File: src/rtl/mem_port_seq.sv
// mem_port_seq: single memory port shared by an instruction-fetch requester
// and a vector load/store requester. Round-robin arbitration in IDLE, then a
// non-preemptible transaction: one fetched word, or a burst of BURST
// consecutive 16-bit elements (addresses wrap modulo 2^16).
// All outputs are registered; memory read data arrives the cycle after RD.
module mem_port_seq #(
    parameter int BURST = 16
) (
    input  logic        Clk1,
    input  logic        Reset,
    input  logic        F_Req,
    input  logic [15:0] F_Addr,
    output logic        F_Valid,
    output logic [15:0] F_Data,
    input  logic        V_Req,
    input  logic        V_Wr,
    input  logic [15:0] V_Base,
    output logic [3:0]  V_Idx,
    input  logic [15:0] V_WrData,
    output logic        V_RdValid,
    output logic [15:0] V_RdData,
    output logic [3:0]  V_RdIdx,
    output logic        V_Done,
    output logic [15:0] Addr,
    output logic        RD,
    output logic        WR,
    output logic [15:0] DataOut,
    input  logic [15:0] DataIn
);

    localparam logic [3:0] LAST_IDX = 4'(BURST - 1);

    typedef enum logic [2:0] {
        IDLE,
        F_RD,
        F_CAP,
        V_RD,
        V_DRAIN,
        V_WR,
        V_FIN
    } state_t;

    state_t      state;
    logic        last_vec;   // 1 when the vector requester won the last grant
    logic [15:0] base;       // vector base latched at grant (store path)
    logic        cap_pend;   // previous cycle issued a vector RD
    logic [3:0]  cap_idx;    // element index of that RD

    // Sequencer: arbitration, memory strobes, load capture and every output.
    // NOTE: non-blocking assignments throughout, so every register reads its
    // pre-edge value; a later assignment in the same pass (cap_pend inside
    // the case) overrides the default given above it.
    always_ff @(posedge Clk1) begin
        if (Reset) begin
            // NOTE: synchronous reset clears every register, including the
            // data holders, so a reset mid-transaction leaves no stale word.
            state     <= IDLE;
            last_vec  <= 1'b1;
            base      <= 16'h0000;
            cap_pend  <= 1'b0;
            cap_idx   <= 4'd0;
            Addr      <= 16'h0000;
            DataOut   <= 16'h0000;
            RD        <= 1'b0;
            WR        <= 1'b0;
            F_Valid   <= 1'b0;
            F_Data    <= 16'h0000;
            V_Idx     <= 4'd0;
            V_RdValid <= 1'b0;
            V_RdData  <= 16'h0000;
            V_RdIdx   <= 4'd0;
            V_Done    <= 1'b0;
        end else begin
            F_Valid  <= 1'b0;
            V_Done   <= 1'b0;
            cap_pend <= 1'b0;

            // DataIn this cycle answers the vector RD issued one cycle ago.
            V_RdValid <= cap_pend;
            if (cap_pend) begin
                V_RdData <= DataIn;
                V_RdIdx  <= cap_idx;
            end

            case (state)
                IDLE: begin
                    RD <= 1'b0;
                    WR <= 1'b0;
                    if (F_Req && (!V_Req || last_vec)) begin
                        last_vec <= 1'b0;
                        Addr     <= F_Addr;
                        RD       <= 1'b1;
                        state    <= F_RD;
                    end else if (V_Req) begin
                        last_vec <= 1'b1;
                        base     <= V_Base;
                        V_Idx    <= 4'd0;
                        if (V_Wr) begin
                            state <= V_WR;
                        end else begin
                            Addr  <= V_Base;
                            RD    <= 1'b1;
                            state <= V_RD;
                        end
                    end
                end

                F_RD: begin
                    RD    <= 1'b0;
                    state <= F_CAP;
                end

                F_CAP: begin
                    F_Data  <= DataIn;
                    F_Valid <= 1'b1;
                    state   <= IDLE;
                end

                V_RD: begin
                    cap_pend <= 1'b1;
                    cap_idx  <= V_Idx;
                    if (V_Idx == LAST_IDX) begin
                        RD    <= 1'b0;
                        state <= V_DRAIN;
                    end else begin
                        Addr  <= Addr + 16'd1;
                        V_Idx <= V_Idx + 4'd1;
                    end
                end

                V_DRAIN: begin
                    state <= V_FIN;
                end

                V_WR: begin
                    Addr    <= base + {12'h000, V_Idx};
                    DataOut <= V_WrData;
                    WR      <= 1'b1;
                    V_Idx   <= V_Idx + 4'd1;
                    if (V_Idx == LAST_IDX) begin
                        state <= V_FIN;
                    end
                end

                V_FIN: begin
                    WR     <= 1'b0;
                    V_Done <= 1'b1;
                    state  <= IDLE;
                end

                default: begin
                    RD    <= 1'b0;
                    WR    <= 1'b0;
                    state <= IDLE;
                end
            endcase
        end
    end

endmodule

File: config.mk
export PLATFORM = sky130hd
export DESIGN_NAME = mem_port_seq
export DESIGN_NICKNAME = d
export VERILOG_FILES = /design/src/rtl/mem_port_seq.sv
export SDC_FILE = /design/constraint.sdc
export NUM_CORES = 1
export LEC_CHECK = 0
export CAP_MARGIN = 20
export CORE_ASPECT_RATIO = 0.5
export CORE_UTILIZATION = 30
export CTS_BUF_LIST = sky130_fd_sc_hd__clkbuf_4 sky130_fd_sc_hd__clkbuf_8
export CTS_CLUSTER_SIZE = 16
export DETAILED_ROUTE_END_ITERATION = 16
export SLEW_MARGIN = 15
export SYNTH_ARGS = -nofsm -noshare
export SYNTH_HDL_FRONTEND = slang
export SYNTH_SLANG_ARGS = --single-unit
File: constraint.sdc
create_clock -name Clk1 -period 1.9 [get_ports Clk1]
set_input_delay 0.38 -clock Clk1 [delete_from_list [all_inputs] [get_ports Clk1]]
set_output_delay 0.38 -clock Clk1 [all_outputs]
set_load 0.01 [all_outputs]
; Word level (Yosys, flattened, before mapping)
; Cells that the tools add are included.
[classes]
n_addsub = 3
n_mul = 0
div = 0
magnitude_cmp = 0
eq_ne = 14
shifts = 0
mux = 26
bitwise = 2
reduce_logical = 14
[op_table]
columns = operator, n
row1 = $mux 16, 4
row2 = $pmux 16 s3, 1
row3 = $add 16x1->16 const B, 1
row4 = $add 16x4->16, 1
row5 = $mux 3, 5
row6 = $pmux 3 s5, 1
row7 = $mux 4, 3
row8 = $pmux 4 s3, 1
row9 = $ne 2x2->1 const B, 5
row10 = $eq 3x3->1 const B, 3
row11 = $mux 1, 9
row12 = $reduce_and 4->1, 2
row13 = $reduce_or 4->1, 2
row14 = $eq 3x2->1 const B, 2
row15 = $ne 3x3->1 const B, 2
row16 = $reduce_and 3->1, 2
row17 = $add 4x1->4 const B, 1
row18 = $eq 4x4->1 const B, 1
row19 = $reduce_and 2->1, 2
row20 = $eq 3x1->1 const B, 1
row21 = $logic_not 3->1, 1
row22 = $pmux 1 s3, 1
row23 = $reduce_bool 3->1, 1
row24 = $not 1->1, 2
row25 = 5 further kinds, 5
[word_totals]
register_bits = 102
latch_bits = 0
ram_bits = 0
rom_bits = 0
inputBits = 69
elab_cells = 75
mem_count = 0

; Depth between registers and ports, before layout
; Gate-level depths: netlist (run 1).
[depth]
ltp_word = 5
ltp_mapped = 8
depth_no_buf = 8

; Worst setup path after synthesis (run 1)
; Ideal clock, no wire load.
[synth_timing]
path_kind = register -> register
startpoint = register V_Idx[0]
endpoint = register Addr[8]
setup_ns = 0.086
arrival_ns = 2.029
t_required_ns = 1.814
slack_ns = -0.215
stages_incl_launch_ff = 9
n_path_buf = 0
period_less_slack_ns = 2.115
path_cell_list = dfxtp_1 > ha_1 > fa_1 > a211oi_1 > nor2_1 > and3_1 > xor2_1 > a21oi_1 > a211oi_1
[synth_between]
elab_chain_cells = 3
word_cells_on_any_way = 5
[synth_rtl]
columns = element, line_no
row1 = "start, declared", 18  ; output logic [3:0] V_Idx,
row2 = "start signal, assigned", 127  ; V_Idx <= V_Idx + 4'd1;
row3 = "start signal, assigned", 139  ; V_Idx <= V_Idx + 4'd1;
row4 = "parallel branches: the longest is 3 deep, another holds $add 16x4->16", --
row5 = "end signal, assigned", 101  ; Addr <= V_Base;
row6 = "end signal, assigned", 126  ; Addr <= Addr + 16'd1;
row7 = "end signal, assigned", 136  ; Addr <= base + {12'h000, V_Idx};
row8 = "end, declared", 24  ; output logic [15:0] Addr,
; Several ways; the timed one is not identified.
; A chain may end at the register's enable or synchronous reset.

; Worst setup path in the final report (run 1)
[layout_timing]
startpoint = register V_Idx[1]
endpoint = register Addr[9]
; The elaborated chain is that of the path after synthesis.

==> reports/metrics.csv, run 1 <==
metric,value,unit
hold path depth,2,
clock sink count,102,
CP Class,register to register,
TNS Setup,-393,ps
Yosys reg bits,102,
slowest CP cell,dfxtp_4,
Mean Syn Cell Area,8.19,um2
Yosys top cell area share,43.5,%
CTS Buffer Depth,2,
biggest cell delay along the critical path,390,ps
M1 GR Usage,23.4,%
most used routing layer,met2,
fillers,1468,
Inst Count DP,937,
core area,14900,um2
leading area contributor after synthesis,dfxtp_1,
max-slew violation count,0,
RR Startpoint,V_Idx[1]$_SDFFE_PP0P_,
"Net Count, Synth",650,
initial antenna violation count,0,
hold wc startpoint,DataOut[6]$_SDFFE_PP0P_,
final instance area,7100,um2
final worst slack,-68.4,ps
GR Util met3,4.71,%
share of cells above drive strength 1,15.3,%
clock latency on the worst-skew pair,380,ps
register area share after synthesis,43.5,%
Residual DRC,0,
Hold Path Sink,DataOut[6]$_SDFFE_PP0P_,
Crit path max-delay family,compound AO/OA/AOI/OAI gates,
failing checks,negative setup slack,
pre-CTS setup slack,-232,ps
total power,5.18,mW
die width,179,um
Slew headroom,71.1,%
GRT met2 Usage,31.7,%
WP data arrival,2240,ps
# diodes,0,
RSZ-0062 raised after global routing,yes,
total grt overflow,0,
"EDFF count, synth",0,
Post-Synthesis Cells,574,
GRT Overall Usage,18.7,%
"Primary FF master, synth",dfxtp_1,
Worst-path clk slew,110,ps
Final Non-Filler Cells,961,
period utilization,104,%
total iterations of the first detailed-routing run,4,
IO Count,146,
Clock Skews,12.2,ps
DR vias/cell,4.85,
Final HPWL DP,10800,um
Pwr per Cell Area,730,nW/um2
leakage,2.62,nW
R2R setup slack,-70,ps
Root Driver,clkbuf_8,
Crit. End Element,register,
GPL Wtd Cong,0.852,
Wirelength per Cell,15.3,um
"Cell Area, Placed",6750,um2
Port Buffers,145,
status,"complete, but fails checks",
Die Area,16200,um2
hold_buf cts,0,
"Setup violations, final",9,
area grow syn2layout,51.2,%
Final Hold Viols,0,
HP Class,register to register,
largest net degree at the start of global routing,64,
fmax,508,MHz
"Cell Chain, Critical Path",ha_4 -> a21o_1 -> nor3b_4 -> buf_4 -> o2111ai_2 -> xnor2_1 -> a221oi_1 -> nor3_1,
first-pass GRT wire length,23700,um
worst hold slack,457,ps
num rows,31,
Unique masters post-synth,51,
vias in the first global route,4664,
maximum vdd drop,0.000337,V
Max-cap violations,0,
Worst Path Buf+Inv,1,
utilization after layout,47.8,%
CP Data Required Time,2170,ps
Worst setup SP type,register,
post-layout min period,1970,ps
main area contributors after synthesis,"dfxtp_1 (43%), nand2_1 (9.5%), a21oi_1 (8.1%)",
starting density of the core,31.6,%
Antenna Nets Post-Route,0,
crit-path max FO,3,
RR Endpoint,Addr[9]$_SDFFE_PP0P_,
synth warn,0,
H-tree depth,3,
Mapped Area,4700,um2
"FFs w/ async S/R, synth",0,%
Vert. Die Dim,90.5,um
worst slew pin tran,433,ps
via count,4659,
TritonCTS clock tree,yes,
initial drt markers,202,
Layout Nets,834,
Final Routed Wirelength,14700,um
CTS Buf Count,9,
r2r worst-path depth,8,
[tightest hold or removal path, stage by stage, from the launching register on]
cell,delay (ps)
dfxtp_1,320
nand2_1,50
a21oi_1,50
[cells by family (layout without fill, tap and decap cells)]
kind of cell / after synthesis / count (layout) / synth area share, %
simple gates: 232 / 232 / 21.7
buf+inv: 38 / 227 / 3.70
xor+xnor: 23 / 23 / 4.29
fa+ha+maj: 7 / 7 / 2.02
compound gates: 136 / 136 / 17.0
mux: 36 / 36 / 7.78
flops: 102 / 102 / 43.5
[sequential cells by signal (all words and copies together) (netlist names), 3 cells and up]
signal,flops
Addr,16
DataOut,16
F_Data,16
V_Idx,4
V_RdData,16
V_RdIdx,4
base,16
cap_idx,4
state,3
[power by group]
part	leakage (nW)	switching [mW]	internal [mW]	total, mW
Sequential	0.832	0.143	2.29	2.43
Combinational	1.70	0.664	0.743	1.41
Clock	0.0888	0.834	0.513	1.35
[cell type report]
class	instances	area, um2	area share [%]
clock buffer	10	131	1.85
tap	198	248	3.49
multi-input combinational	434	2610	36.7
clock inverter	6	52.6	0.740
timing repair buffer	209	2000	28.2
sequential	102	2050	28.9
inverter	2	7.51	0.106
[timing repair]
action	in CTS	in global routing
setup endpoints to repair	12	20
buffers inserted	2	6
pin swaps	11	18
resized for setup	12	14
cloned	0	0
[worst max path at each step]
stage	to	startpoint	slack, ps	depth (start not counted)
2_1_floorplan	Addr[8]$_SDFFE_PP0P_	V_Idx[0]$_SDFFE_PP0P_	10	8
3_3_place_gp	Addr[9]$_SDFFE_PP0P_	V_Req	-170	7
3_5_place_dp	Addr[9]$_SDFFE_PP0P_	V_Req	-230	7
4_1_cts	Addr[9]$_SDFFE_PP0P_	V_Idx[1]$_SDFFE_PP0P_	-60	8
5_1_grt	Addr[11]$_SDFFE_PP0P_	V_Idx[1]$_SDFFE_PP0P_	-190	9
6_report	Addr[9]$_SDFFE_PP0P_	V_Idx[1]$_SDFFE_PP0P_	-70	8
[synthesized netlist by cell type (2+ instances only)]
cell type    n
o211ai_1     4
nand3_1     11
a221oi_1     4
dfxtp_1    102
nor2_1      58
a222oi_1     3
inv_1        2
xnor2_1     17
a21oi_1     76
mux2i_1     32
buf_1        3
clkbuf_1    18
o22ai_1      9
o21ai_0     17
a311oi_1     2
nor2b_1      2
nand2_2      3
ha_1         6
and3b_1      2
xor2_1       6
o21ai_2      2
nand2b_1     5
buf_4        4
a21o_1       2
nor3_1      11
mux2_2       4
nand2_1    119
buf_2       10
and3_1       6
a211oi_1     9
nand4_1      5
[cell usage in the layout, fill, tap and decap left out, types with 10 or more instances in the layout]
cell type	netlist	layout
clkdlybuf4s50_1	0	140
dfxtp_1	102	97
xnor2_1	17	17
o21ai_0	17	14
nor3_1	11	10
nand2_1	119	119
nor2_1	58	57
buf_4	4	58
mux2i_1	32	32
a21oi_1	76	75
[per-layer routing]
metal / vias up / share of wire [%]
li1: 2352 / -
met1: 2208 / 46
met2: 86 / 49
met3: 13 / 4.5
met4: 0 / 1.1
met5: - / 0
(Power assumes the default switching activity.)
==> inputs of run 2 (changes only) <==
--- a/config.mk
+++ b/config.mk
@@ -5,13 +5,13 @@
 export SDC_FILE = /design/constraint.sdc
 export NUM_CORES = 1
 export LEC_CHECK = 0
+export ABC_AREA = 0
 export CAP_MARGIN = 20
 export CORE_ASPECT_RATIO = 0.5
 export CORE_UTILIZATION = 30
 export CTS_BUF_LIST = sky130_fd_sc_hd__clkbuf_4 sky130_fd_sc_hd__clkbuf_8
-export CTS_CLUSTER_SIZE = 16
+export CTS_CLUSTER_SIZE = 40
 export DETAILED_ROUTE_END_ITERATION = 16
-export SLEW_MARGIN = 15
 export SYNTH_ARGS = -nofsm -noshare
 export SYNTH_HDL_FRONTEND = slang
 export SYNTH_SLANG_ARGS = --single-unit
==> results of run 2 <==
Same layout as run 1: the final DEF is identical, and so are final timing and power.
